File: src/rtl/fifo_uart_tx_if.sv
// fifo_uart_tx_if: read-side handshake between the async FIFO and its UART consumer.
// fifo_empty/fifo_rdata come from the FIFO, fifo_rinc is the one-cycle pop strobe back.
interface fifo_uart_tx_if #(
  parameter int WIDTH = 8
);
  logic             fifo_empty;
  logic [WIDTH-1:0] fifo_rdata;
  logic             fifo_rinc;

  modport master (
    input  fifo_empty,
    input  fifo_rdata,
    output fifo_rinc
  );

  modport slave (
    output fifo_empty,
    output fifo_rdata,
    input  fifo_rinc
  );
endinterface

File: src/rtl/fifo_uart_tx.sv
// fifo_uart_tx: pops FIFO words and sends each as a UART frame, one bit per clk.
// Ports: clk, rst_n (sync, active-low), fifo (master: empty/rdata in, rinc out),
//        par_en_i, par_typ_i (0 even / 1 odd), tx_out_o (idle high), busy_o.
module fifo_uart_tx #(
  parameter int WIDTH = 8,
  parameter int CNT_W = 3
) (
  input  logic           clk,
  input  logic           rst_n,
  fifo_uart_tx_if.master fifo,
  input  logic           par_en_i,
  input  logic           par_typ_i,
  output logic           tx_out_o,
  output logic           busy_o
);

  typedef enum logic [2:0] {
    IDLE,
    START,
    DATA,
    PARITY,
    STOP
  } state_t;

  localparam logic [CNT_W-1:0] LAST = CNT_W'(WIDTH - 1);

  state_t             state_q, state_d;
  logic [CNT_W-1:0]   cnt_q, cnt_d;
  logic [WIDTH-1:0]   shift_q, shift_d;
  logic               pen_q, pen_d;
  logic               pbit_q, pbit_d;
  logic               tx_q, tx_d;
  logic               busy_q, busy_d;
  logic               rinc;

  assign fifo.fifo_rinc = rinc;
  assign tx_out_o       = tx_q;
  assign busy_o         = busy_q;

  always_ff @(posedge clk) begin
    if (!rst_n) begin
      state_q <= IDLE;
      cnt_q   <= '0;
      shift_q <= '0;
      pen_q   <= 1'b0;
      pbit_q  <= 1'b0;
      tx_q    <= 1'b1;
      busy_q  <= 1'b0;
    end else begin
      state_q <= state_d;
      cnt_q   <= cnt_d;
      shift_q <= shift_d;
      pen_q   <= pen_d;
      pbit_q  <= pbit_d;
      tx_q    <= tx_d;
      busy_q  <= busy_d;
    end
  end

  always_comb begin
    rinc    = (state_q == IDLE) && !fifo.fifo_empty && rst_n;
    state_d = state_q;
    cnt_d   = cnt_q;
    shift_d = shift_q;
    pen_d   = pen_q;
    pbit_d  = pbit_q;

    unique case (state_q)
      IDLE: begin
        if (rinc) begin
          shift_d = fifo.fifo_rdata;
          pen_d   = par_en_i;
          pbit_d  = (^fifo.fifo_rdata) ^ par_typ_i;
          state_d = START;
        end
      end
      START: begin
        cnt_d   = '0;
        state_d = DATA;
      end
      DATA: begin
        shift_d = shift_q >> 1;
        if (cnt_q == LAST) begin
          state_d = pen_q ? PARITY : STOP;
        end else begin
          cnt_d = cnt_q + 1'b1;
        end
      end
      PARITY: state_d = STOP;
      STOP:   state_d = IDLE;
      default: state_d = IDLE;
    endcase
  end

  // Outputs are registered, so they are decoded from the state being entered.
  // In DATA the shift register moves before the bit is shown, hence shift_d[0].
  always_comb begin
    tx_d   = 1'b1;
    busy_d = 1'b1;
    unique case (state_d)
      IDLE:    busy_d = 1'b0;
      START:   tx_d   = 1'b0;
      DATA:    tx_d   = shift_d[0];
      PARITY:  tx_d   = pbit_q;
      STOP:    tx_d   = 1'b1;
      default: busy_d = 1'b0;
    endcase
  end

endmodule

File: src/flat_wrapper.sv
// flat-port wrapper written by rule: the top's interface ports become plain ports
module fifo_uart_tx_flat 
#(
  parameter int WIDTH = 8,
  parameter int CNT_W = 3
)
  (clk, rst_n, par_en_i, par_typ_i, tx_out_o, busy_o, fifo_fifo_empty, fifo_fifo_rdata, fifo_fifo_rinc);
  fifo_uart_tx_if #(.WIDTH(WIDTH)) fifo_i ();
  input  logic clk;
  input  logic rst_n;
  input  logic par_en_i;
  input  logic par_typ_i;
  output logic tx_out_o;
  output logic busy_o;
  input wire logic [$bits(fifo_i.fifo_empty)-1:0] fifo_fifo_empty;
  input wire logic [$bits(fifo_i.fifo_rdata)-1:0] fifo_fifo_rdata;
  output wire logic [$bits(fifo_i.fifo_rinc)-1:0] fifo_fifo_rinc;
  assign fifo_i.fifo_empty = fifo_fifo_empty;
  assign fifo_i.fifo_rdata = fifo_fifo_rdata;
  assign fifo_fifo_rinc = fifo_i.fifo_rinc;
  fifo_uart_tx #(.WIDTH(WIDTH), .CNT_W(CNT_W)) u_core (.clk(clk), .rst_n(rst_n), .fifo(fifo_i), .par_en_i(par_en_i), .par_typ_i(par_typ_i), .tx_out_o(tx_out_o), .busy_o(busy_o));
endmodule
File: config.mk
export PLATFORM = sky130hd
export DESIGN_NAME = fifo_uart_tx_flat
export DESIGN_NICKNAME = d
export VERILOG_FILES = /design/src/rtl/fifo_uart_tx_if.sv /design/src/rtl/fifo_uart_tx.sv /design/src/flat_wrapper.sv
export SDC_FILE = /design/constraint.sdc
export NUM_CORES = 1
export LEC_CHECK = 0
export CORE_ASPECT_RATIO = 1.2
export CORE_MARGIN = 1
export CORE_UTILIZATION = 45
export DETAILED_ROUTE_END_ITERATION = 12
export PLACE_DENSITY = 0.67
export SYNTH_ARGS = -nofsm -noshare
export SYNTH_HDL_FRONTEND = slang
export SYNTH_SLANG_ARGS = --single-unit
File: constraint.sdc
create_clock -name clk -period 2.3 [get_ports clk]
set_clock_uncertainty 0.2 [all_clocks]
set_input_delay 0.46 -clock clk [delete_from_list [all_inputs] [get_ports clk]]
set_output_delay 0.46 -clock clk [all_outputs]
set_load 0.02 [all_outputs]
==> run summary <==
RUN STATUS
------------------------------------------------------------------------------------
Run status                                                              finished, final reports clean

FINISH
------------------------------------------------------------------------------------
Proportion of layout cells with a drive suffix above 1                         18.1%
Synthesis-to-finish area growth                                                25.0%
Non-filler cells in the finished layout                                          135
Sequential cell area                                                         360 µm²
Number of filler instances in the final layout                                   167
Combined area of the multi-input logic cells                                 505 µm²
Final net count                                                                  133
Number of inserted diodes                                                          0

ROUTE
------------------------------------------------------------------------------------
Via count normalized by instance count                                          5.28
Count of unresolved DRC violations after routing                                   0
Routed vias                                                                      713
Count of antenna-violating nets left after detailed routing                        0
DR iter-0 viols                                                                    6
Iteration count of the initial detailed-routing pass                               3
Per-cell routed wire length                                                  12.0 µm
Routed WL                                                                    1620 µm

YOSYS
------------------------------------------------------------------------------------
Most frequently used flop master after synthesis                             dfxtp_1
Synthesized area divided by synthesized cell count                          9.29 µm²
Area share of the largest cell type after synthesis                            40.9%
List of most frequent post-synthesis cells                              18 x dfxtp_1, 10 x nand2_1, 8 x a21oi_1
Post-synth EDFFs                                                                   0
Asr flop ratio synth                                                              0%
Syn Std Cell Area                                                            882 µm²
Warnings from Yosys                                                                0
Largest area contributor in the synthesized netlist                          dfxtp_1
Flip-flop and latch count after synthesis                                         18
Gate Count Post-Synth                                                             95
Distinct cell type count of the synthesized netlist                               32
Synthesized Nets                                                                 110
Share of the yosys chip area belonging to registers                            40.9%
Largest cells by area after synthesis                                   dfxtp_1 41%, xnor2_1 7.0%, a22oi_1 6.0%
Most common cell in the netlist                                              dfxtp_1

WORST SETUP PATH
------------------------------------------------------------------------------------
Count of buffering cells on the critical path with inverters included              3
Slowest stage cell on the critical path                                 clkdlybuf4s50_1
Critical path class                                                        in -> out
CP max stage delay                                                            420 ps
Top cell family by delay on the critical path                           buffers and inverters
Reg2reg path depth                                                                 7
Data required time of the worst path                                         1640 ps
Crit path DAT                                                                1490 ps
Peak fanout along the critical path                                                2
R2r setup slk                                                                 610 ps
Category of the worst setup path launch point                             input port
Cell-by-cell trace of the critical path                                 clkdlybuf4s50_1, and2b_4, nand3b_2, inv_2, clkbuf_2
Endpoint of the most critical register-to-register path                 u_core.tx_out_o
Startpoint of the most critical register-to-register path               u_core.cnt_q[0]
CP Capture Type                                                         primary output

STA
------------------------------------------------------------------------------------
Upper clock frequency limit                                                  465 MHz
Unrepaired setup endpoints after global routing                                false
Fin crit share                                                                 93.5%
Final Hold Vio Count                                                               0
Worst Tran Pin Value                                                          439 ps
Final critical-path required period                                          2150 ps
Number of slew-limit violations in the final report                                0
Setup slack after layout                                                      150 ps
Final setup violation count                                                        0
Worst slew margin relative to its limit                                        70.7%
Setup tns final                                                                 0 ps

GRT
------------------------------------------------------------------------------------
First-pass GRT wire length                                                   2920 µm
Antenna violations before repair                                                   0
Grt total ovfl                                                                     0
Via count of the first global-routing pass                                       688
Total routing resource utilization after global routing                        17.9%
Maximum number of pins on one net before global-route repair                      14

CTS
------------------------------------------------------------------------------------
Maximum buffer depth of the clock tree                                             2
Number of hold-repair buffers added at the cts stage                               0
Clock transition at the registers of the reported paths                        90 ps
Buffers inserted by post-CTS timing repair                                         0
CTS H-Tree Depth                                                                   1
TritonCTS clock tree                                                           built
Clock net sink count                                                              18
Root buffer cell                                                            clkbuf_4
Later-pin clock latency in the skew report                                    280 ps
Num CTS Buffers                                                                    3

PLACE
------------------------------------------------------------------------------------
Hpwl dp                                                                      1300 µm
Placed cells                                                                     132
Count of buffers from port buffering                                              15
Worst setup slack before clock tree synthesis                                -279 ps
Final GP Congestion                                                            0.803

PWR
------------------------------------------------------------------------------------
Power, Total                                                                  624 µW
Net switching power of the design                                             158 µW
Logic gate share of total power                                                22.3%
Lkg Pwr                                                                     0.424 nW
Share of power burned in registers                                             54.5%
Power share of the clock group                                                 23.2%
Internal power summed over all cells                                          466 µW
Worst IR Drop VDD                                                           0.392 mV
Switching Fraction                                                             25.3%
Power Dens Cells                                                          566 nW/µm²

WORST HOLD PATH
------------------------------------------------------------------------------------
Hold depth                                                                         2
Worst Hold Path EP                                                      u_core.pbit_q
Type of the most critical hold path                                       reg -> reg
Startpoint of the tightest hold check path                              u_core.pbit_q

RUN
------------------------------------------------------------------------------------
Max cap viols                                                                      0

FLOORPLANNING
------------------------------------------------------------------------------------
Vertical die dimension                                                       50.5 µm
Number of primary I/O pins                                                        16
Die Area                                                                    2140 µm²
Starting Density                                                               47.7%
Core outline area                                                           1850 µm²
Total number of placement rows                                                    17
Die X-Extent                                                                 42.4 µm

[tightest hold or removal path: cells and delay by family, from the launching register on]
kind             cells  cell delay (ps)
AO/OA/AOI/OAI        1               50
AND/OR/NAND/NOR      1               60
flip-flops           1              320
[cell families after synthesis]
group                      share of synthesized area, %
and+or+nand+nor                                    23.5
AOI/OAI and AO/OA                                  21.8
DFF                                                40.9
xor gates and xnor gates                           7.94
buffers and inverters                              1.84
adders and majority gates                          2.84
muxes                                              1.13
[registers in the layout, indices dropped and copies added, names as in the netlist]
name             count
u_core.cnt_q         3
u_core.tx_out_o      1
u_core.busy_o        1
u_core.pbit_q        1
u_core.pen_q         1
u_core.state_q       3
u_core.shift_q       8
[power groups by stage]
stage	combinational, mW	sequential (mW)	clock (mW)
floorplan	0.0836	0.350	0
global placement	0.140	0.347	0
detailed placement	0.141	0.348	0
CTS	0.141	0.340	0.153
global route	0.154	0.342	0.164
finish	0.139	0.340	0.145
[layout by cell type, fill, tap and decap left out, drive strengths merged, types with 4 or more instances in the layout]
cell type	n
clkbuf	4
buf	5
nand3	4
dfxtp	18
nand2	10
nor2	9
a22oi	7
xnor2	7
clkdlybuf4s50	14
a21oi	10
[how the worst max path moves through the flow]
stage                     endpoint  cells past startpoint       startpoint  slack (ps)
global placement    fifo_fifo_rinc                      5  fifo_fifo_empty        -270
finish              fifo_fifo_rinc                      5  fifo_fifo_empty         150
floorplan           fifo_fifo_rinc                      3  fifo_fifo_empty         610
detailed placement  fifo_fifo_rinc                      5  fifo_fifo_empty        -280
CTS                 fifo_fifo_rinc                      5  fifo_fifo_empty          10
global route        fifo_fifo_rinc                      5  fifo_fifo_empty         120
[area by class of cell]
| class | count | area share [%] |
|---|---|---|
| timing repair buffer | 20 | 16.6 |
| tap | 19 | 2.16 |
| sequential | 18 | 32.7 |
| inverter | 2 | 0.681 |
| clock buffer | 3 | 2.04 |
| multi-input combinational | 73 | 45.9 |
[routing by layer]
metal,vias to the layer above,routed length [µm],GRT usage (%)
li1,373,-,-
met1,326,738,21.0
met2,12,822,31.8
met3,2,46,2.52
met4,0,10,7.81
met5,-,0,0
[stage by stage]
| stage | area [µm²] | hold slack [ps] | util [%] |
|---|---|---|---|
| finish | 1100 | 273 | 59.6 |
| floorplan | 882 | 237 | - |
| global route | 1100 | 311 | 59.6 |
| CTS | 1110 | 280 | 59.8 |
| global placement | 1080 | 261 | 58.6 |
| detailed placement | 1080 | 267 | 58.6 |
[timing repair]
| action | CTS | global route |
|---|---|---|
| gates cloned | 0 | 0 |
| pin swaps | 0 | 0 |
| gates resized for setup | 2 | 1 |
| setup endpoints to repair | 1 | 1 |
No activity file was read; power rests on OpenSTA's default activity.
